$ cat src/rtl/ps2_host_tx.sv
// ps2_host_tx: host-to-device PS/2 command transmitter. It inhibits the bus, requests to send,
// and shifts out an 11-bit frame on device clock falls, then checks the ACK. Lines are driven only through open-drain enables.
module ps2_host_tx #(
    parameter int unsigned INHIBIT_CYCLES = 10000,
    parameter int unsigned TIMEOUT_CYCLES = 1500000
) (
    input  logic       clk,
    input  logic       rst,
    input  logic [7:0] tx_data,
    input  logic       tx_valid,
    output logic       tx_ready,
    input  logic       ps2_clk_in,
    input  logic       ps2_data_in,
    output logic       ps2_clk_oe,
    output logic       ps2_data_oe,
    output logic       busy,
    output logic       done,
    output logic       ack_err,
    output logic       timeout_err
);
    localparam int unsigned CNT_MAX  = (INHIBIT_CYCLES > TIMEOUT_CYCLES) ? INHIBIT_CYCLES : TIMEOUT_CYCLES;
    localparam int unsigned CW       = $clog2(CNT_MAX + 1);
    localparam logic [CW-1:0] INH_LAST = CW'(INHIBIT_CYCLES - 1);
    localparam logic [CW-1:0] TO_LAST  = CW'(TIMEOUT_CYCLES - 1);

    typedef enum logic [2:0] {
        IDLE,
        INHIBIT,
        REQ,
        SEND,
        ACK,
        WAIT_IDLE
    } state_e;

    state_e        state_q, state_d;
    logic [1:0]    clk_sync_q, data_sync_q;
    logic          clk_prev_q;
    logic [CW-1:0] cnt_q, cnt_d;
    logic [8:0]    shift_q, shift_d;
    logic [3:0]    bit_cnt_q, bit_cnt_d;
    logic          data_oe_q, data_oe_d;
    logic          nak_q, nak_d;
    logic          done_q, done_d;
    logic          ack_err_q, ack_err_d;
    logic          to_err_q, to_err_d;

    logic sync_clk, sync_data, fall, timed, bus_idle;

    assign sync_clk  = clk_sync_q[1];
    assign sync_data = data_sync_q[1];
    assign fall      = clk_prev_q & ~sync_clk;
    assign bus_idle  = sync_clk & sync_data;
    assign timed     = (state_q == REQ) || (state_q == SEND) || (state_q == ACK) || (state_q == WAIT_IDLE);

    always_comb begin
        state_d   = state_q;
        cnt_d     = cnt_q;
        shift_d   = shift_q;
        bit_cnt_d = bit_cnt_q;
        data_oe_d = data_oe_q;
        nak_d     = nak_q;
        done_d    = 1'b0;
        ack_err_d = 1'b0;
        to_err_d  = 1'b0;

        if (timed) begin
            cnt_d = fall ? '0 : cnt_q + CW'(1);
        end

        case (state_q)
            IDLE: begin
                if (tx_valid) begin
                    shift_d   = {~^tx_data, tx_data};
                    bit_cnt_d = '0;
                    cnt_d     = '0;
                    nak_d     = 1'b0;
                    data_oe_d = 1'b0;
                    state_d   = INHIBIT;
                end
            end
            INHIBIT: begin
                // Device clock falls here are our own inhibit pulling the line, so they are ignored
                if (cnt_q == INH_LAST) begin
                    data_oe_d = 1'b1;
                    cnt_d     = '0;
                    state_d   = REQ;
                end else begin
                    cnt_d = cnt_q + CW'(1);
                end
            end
            REQ: begin
                cnt_d     = '0;
                bit_cnt_d = '0;
                state_d   = SEND;
            end
            SEND: begin
                if (fall) begin
                    if (bit_cnt_q < 4'd9) begin
                        data_oe_d = ~shift_q[0];
                        shift_d   = {1'b0, shift_q[8:1]};
                        bit_cnt_d = bit_cnt_q + 4'd1;
                    end else begin
                        data_oe_d = 1'b0;
                        state_d   = ACK;
                    end
                end
            end
            ACK: begin
                if (fall) begin
                    nak_d   = sync_data;
                    state_d = WAIT_IDLE;
                end
            end
            WAIT_IDLE: begin
                if (bus_idle) begin
                    done_d    = 1'b1;
                    ack_err_d = nak_q;
                    state_d   = IDLE;
                end
            end
            default: state_d = IDLE;
        endcase

        // A fall in the terminal cycle has already cleared the counter, so the fall wins.
        if (timed && !fall && cnt_q == TO_LAST && !(state_q == WAIT_IDLE && bus_idle)) begin
            data_oe_d = 1'b0;
            done_d    = 1'b1;
            ack_err_d = 1'b0;
            to_err_d  = 1'b1;
            state_d   = IDLE;
        end
    end

    always_ff @(posedge clk or negedge rst) begin
        if (!rst) begin
            state_q     <= IDLE;
            clk_sync_q  <= '1;
            data_sync_q <= '1;
            clk_prev_q  <= 1'b1;
            cnt_q       <= '0;
            shift_q     <= '0;
            bit_cnt_q   <= '0;
            data_oe_q   <= 1'b0;
            nak_q       <= 1'b0;
            done_q      <= 1'b0;
            ack_err_q   <= 1'b0;
            to_err_q    <= 1'b0;
        end else begin
            state_q     <= state_d;
            clk_sync_q  <= {clk_sync_q[0], ps2_clk_in};
            data_sync_q <= {data_sync_q[0], ps2_data_in};
            clk_prev_q  <= sync_clk;
            cnt_q       <= cnt_d;
            shift_q     <= shift_d;
            bit_cnt_q   <= bit_cnt_d;
            data_oe_q   <= data_oe_d;
            nak_q       <= nak_d;
            done_q      <= done_d;
            ack_err_q   <= ack_err_d;
            to_err_q    <= to_err_d;
        end
    end

    // The enables decode from reset-cleared state, so an async reset releases both lines at once.
    assign ps2_clk_oe  = (state_q == INHIBIT);
    assign ps2_data_oe = data_oe_q | ((state_q == INHIBIT) && (cnt_q == INH_LAST));
    assign busy        = (state_q != IDLE);
    assign tx_ready    = (state_q == IDLE);
    assign done        = done_q;
    assign ack_err     = ack_err_q;
    assign timeout_err = to_err_q;
endmodule

$ cat config.mk
export PLATFORM = sky130hd
export DESIGN_NAME = ps2_host_tx
export DESIGN_NICKNAME = d
export VERILOG_FILES = /design/src/rtl/ps2_host_tx.sv
export SDC_FILE = /design/constraint.sdc
export NUM_CORES = 1
export LEC_CHECK = 0
export ABC_AREA = 1
export CORE_MARGIN = 2
export CORE_UTILIZATION = 50
export CTS_CLUSTER_DIAMETER = 200
export DETAILED_ROUTE_END_ITERATION = 16
export GPL_TIMING_DRIVEN = 0
export PLACE_DENSITY = 0.69
export SKIP_LAST_GASP = 1
export SLEW_MARGIN = 20
export SYNTH_ARGS = -nofsm -noshare
export SYNTH_HDL_FRONTEND = slang
export SYNTH_SLANG_ARGS = --single-unit
$ cat constraint.sdc
create_clock -name clk -period 2 [get_ports clk]
set_input_delay 0.6 -clock clk [delete_from_list [all_inputs] [get_ports clk]]
set_output_delay 0.6 -clock clk [all_outputs]
set_load 0.01 [all_outputs]
# Word level (Yosys, flattened, before mapping)
# Cells that the tools add are included.
# classes
add_sub_neg	2
order_cmp	1
eq_ne	17
muxes	36
bitwise	5
reduce_logical	22
# op_table
operator	n
2-to-1 mux 21 bit	4
case mux 21 bit (3 select lines)	1
2-to-1 mux 9 bit	3
adder 21 x 1 -> 21 bit, second input constant	1
== test 21 x 14 -> 1 bit, second input constant	1
== test 21 bit, second input constant	1
2-to-1 mux 3 bit	7
case mux 3 bit (6 select lines)	1
case mux 9 bit (2 select lines)	1
inequality test 3 x 2 -> 1 bit, second input constant	5
2-to-1 mux 1 bit	13
2-to-1 mux 4 bit	3
case mux 4 bit (3 select lines)	1
AND reduction 4 bit	3
XNOR reduction 8 bit	1
== test 3 x 2 -> 1 bit, second input constant	2
== test 3 bit, second input constant	2
inequality test 2 bit, second input constant	3
AND reduction 6 bit	1
nonzero test 3 bit	2
logical AND 1 bit	5
adder 4 x 1 -> 4 bit, second input constant	1
less-than comparator 4 bit, second input constant	1
nonzero test 2 bit	2
other kinds (13)	18
# word_totals
reg_bits	47
in_bits	13
wordCells	95

# Logic depth before layout (Yosys ltp)
# logic_depth
ltp_word	9
depth_mapped	12
depth_no_buf	12

# Least setup slack after synthesis
# Ideal clock, no wire load.
# synth_timing
path_kind	register -> output
startpoint	reg cnt_q[1]
endpoint	out ps2_data_oe
t_arrival_ns	1.240
setup_slack_ns	0.160
path_stages_with_launch	6
path_cell_list	dfrtp_1 ha_1 nand3_1 nor2_1 nand3_1 o21ai_0
# synth_via
elab_chain_len	3
# synth_lines
element	line_no	text
start: declaration	38	logic [CW-1:0] cnt_q, cnt_d;
start signal: assignment	153	cnt_q <= cnt_d;
== test 21 x 14 -> 1 bit	166	assign ps2_data_oe = data_oe_q | ((state_q == INHIBIT) && (cnt_q == INH_LAST));
logical AND 1 bit	166	
bitwise OR 1 bit	166	
end: declaration	15	output logic ps2_data_oe,
# No other way between the ends.

# Worst setup path after layout
# layout_timing
startpoint	reg cnt_q[13]
endpoint	out ps2_data_oe
# Same word-level chain as after synthesis.

==> impl_metrics.csv <==
group,metric,value,unit
power,p_total,3.58,mW
synth,synth_area_leader_cell,"dfrtp_1",
critical_path,crit_arrival,1480,ps
final_layout,stdcell_count,568,
timing,grt_setup_unrepaired,"yes",
critical_path,crit_type,"flip-flop to output port",
routing,vias,2934,
critical_path,critical_path_buf_inv_count,2,
timing,slew_headroom,62.5,%
final_layout,drive_above_1_share,18.7,%
timing,setup_viol,1,
synth,yosysTopAreaCellShare,34.9,%
final_layout,fin_nets,509,
critical_path,path_max_fanout,3,
final_layout,antenna_cells,0,
place,placed_area,0.00331,mm^2
synth,ys_seq_elements,47,
outcome,violations,"negative setup slack",
synth,syn_avg_cell_area,6.87,um^2
synth,ys_seq_area_share,39.2,%
power,p_int,2.00,mW
critical_path,cp.required,1400,ps
routing,first_iter_violations,235,
clocking,cts_hold_buf,0,
global_routing,grt_pass1_wl,12.4,mm
global_routing,grt_max_degree,25,
timing,fin_ws,-75.4,ps
place,port_buffers,19,
timing,timing.final.crit_share,104,%
floorplan,die_h,81.7,um
routing,ant_nets,0,
clocking,cts.sinks,47,
power,clockPowerShare,16.7,%
place,dpl.hpwl,5.26,mm
power,power_density,977,mW/mm^2
power,pwr-share-seq,34.6,%
floorplan,die_area,0.00667,mm^2
final_layout,layout_commonest_cell,"nand2_1",
final_layout,design_area,0.00367,mm^2
global_routing,antenna_found_initial,0,
clocking,cts_tree,"done",
floorplan,initial_utilization,51.2,%
floorplan,core_region_area,0.00589,mm^2
timing,maxSlewViolCount,0,
critical_path,crit_path_end_kind,"output port",
routing,wl,7.57,mm
timing,worstMarginPinSlew,563,ps
power,swShare,44.0,%
timing,min_period,2080,ps
routing,vias_per_cell,5.17,
critical_path,cpLargestDelayFamily,"simple AND/OR/NAND/NOR gates",
floorplan,fp.dieW,81.7,um
routing,drc,0,
min_path,hold_class,"primary input to async pin",
timing,fmaxAchievable,482,MHz
global_routing,grt_overflow,0,
synth,syn_area,0.00302,mm^2
clocking,htree_num_levels,2,
outcome,status,"finished with violations",
critical_path,slowest_delay,380,ps
global_routing,track_usage,24.1,%
critical_path,slowest_stage,"dfrtp_1",
floorplan,design.portCount,20,
critical_path,cp.depth,7,
critical_path,path_cells,"inv_2, nor2_4, nand2_1, nor2_2, nand3_2, o21ai_2, buf_2",
power,switchingPower,1.58,mW
synth,syn_inst,439,
final_layout,area_growth,21.6,%
synth,yosysWarnings,0,
clocking,clk_pin_slew,90,ps
critical_path,cp-start-kind,"flip-flop",
clocking,root_buffer,"clkbuf_8",
timing,finalHoldViolations,0,
timing,fin_worst_skew,11.2,ps
run,drv_cap,0,
power,pwr-share-comb,48.8,%
place,dpl.cell_count,534,
routing,firstDrtPassIters,5,
synth,synth.distinct_cells,34,
final_layout,mostFrequentLayoutCells,"nand2_1 (151), inv_1 (49), nor2_1 (45), nand3_1 (44), dfrtp_1 (34)",
clocking,clockBufferDepth,2,
global_routing,grt_pass1_vias,2607,
power,ir_worst_vdd,0.740,mV
routing,wl_per_cell,13.3,um
timing,tns,-75.4,ps
clocking,insertion_delay,310,ps
synth,synth_nets,456,
power,p_leak,1.83,nW
floorplan,rows,28,
synth,synth.top_cells.by_area,"dfrtp_1 (35%), nand2_1 (19%), nand3_1 (7.8%)",
place,gp_congestion,0.903,
critical_path,r2r_cells,9,
clocking,cts_buffers,5,
## through the flow
stage / setup slack (ps) / hold slack (ps) / util, %
after floorplan: 160 / 304 / -
after global placement: -1050 / 346 / 56.1
after detailed placement: -576 / 348 / 56.3
after CTS: -102 / 296 / 59.5
after global routing: -149 / 324 / 62.3
final: -75.4 / 268 / 62.3
## power groups by stage
| stage | combinational, mW | clock, mW | sequential, mW |
|---|---|---|---|
| floorplan | 1.17 | 0 | 1.22 |
| global placement | 1.59 | 0 | 1.24 |
| detailed placement | 1.62 | 0 | 1.25 |
| CTS | 1.66 | 0.613 | 1.24 |
| global route | 1.97 | 0.644 | 1.26 |
| finish | 1.75 | 0.596 | 1.24 |
## routing by layer
metal  vias up  GRT usage [%]  routed length [um]
met2        72           38.7                3530
met5         -              0                   0
met3        11           3.74                 343
li1       1496              -                   -
met4         0           5.33                  96
met1      1355           34.3                3610
## layout make-up
class	instances	area, um^2
Clock inverter	2	13.8
Sequential cell	47	1190
Clock buffer	6	72.6
Fill cell	536	2220
Timing Repair Buffer	47	400
Tap cell	75	93.8
Buffer	7	58.8
Inverter	56	213
Multi-Input combinational cell	328	1620
## flip-flops by register name, indices dropped and copies added, names as in the netlist
register / cells
bit_cnt_q: 4
clk_prev_q: 1
done: 1
data_oe_q: 1
state_q: 3
nak_q: 1
data_sync_q: 2
ack_err: 1
timeout_err: 1
clk_sync_q: 2
cnt_q: 21
shift_q: 9
## worst register-to-register path, cell delays in order (launching register included)
cell and delay, ps:
dfrtp_1 410, ha_4 170, buf_4 130, nand2_1 90, nor2_2 240, nand2_1 120
nor3_1 200, nand3_1 190, nand3_1 130, nand2_1 60
## cells by family after synthesis
logic type      Yosys count  synth area share (%)
xor+xnor                 13                  3.78
flops                    47                  39.2
simple gates            279                  40.0
compound gates           32                  6.14
buf+inv                  64                  9.17
fa+ha+maj                 4                  1.66
## timing repair
action / 4_1_cts / 5_1_grt
gates resized for setup: 31 / 12
pin swaps: 4 / 7
buffers inserted: 8 / 19
cloned: 0 / 0
setup endpoints to repair: 22 / 17
## final timing paths
check	slack, ps	to	start
worst max-delay path	-80	ps2_data_oe	cnt_q[13]$_DFF_PN0_
worst min-delay path	270	cnt_q[13]$_DFF_PN0_	rst
worst max register to register	160	state_q[2]$_DFFE_PN0P_	cnt_q[1]$_DFF_PN0_
worst min register to register	360	data_sync_q[1]$_DFF_PN1_	data_sync_q[0]$_DFF_PN1_
max in group asynchronous	1140	clk_prev_q$_DFF_PN1_	rst
min in group clk	360	data_sync_q[1]$_DFF_PN1_	data_sync_q[0]$_DFF_PN1_
## cell usage after synthesis (all sizes together)
library cell	count
nor2	54
o2111ai	1
o31ai	1
xnor2	6
o21ai	23
nand4	14
or2	1
o21bai	1
inv	56
dfrtp	42
buf	7
dfstp	5
o21a	1
xor2	7
o211ai	1
nor3	3
ha	4
a21oi	4
nand2	157
nand3b	1
clkbuf	1
nand3	49
No activity file was read; power rests on OpenSTA's default activity.
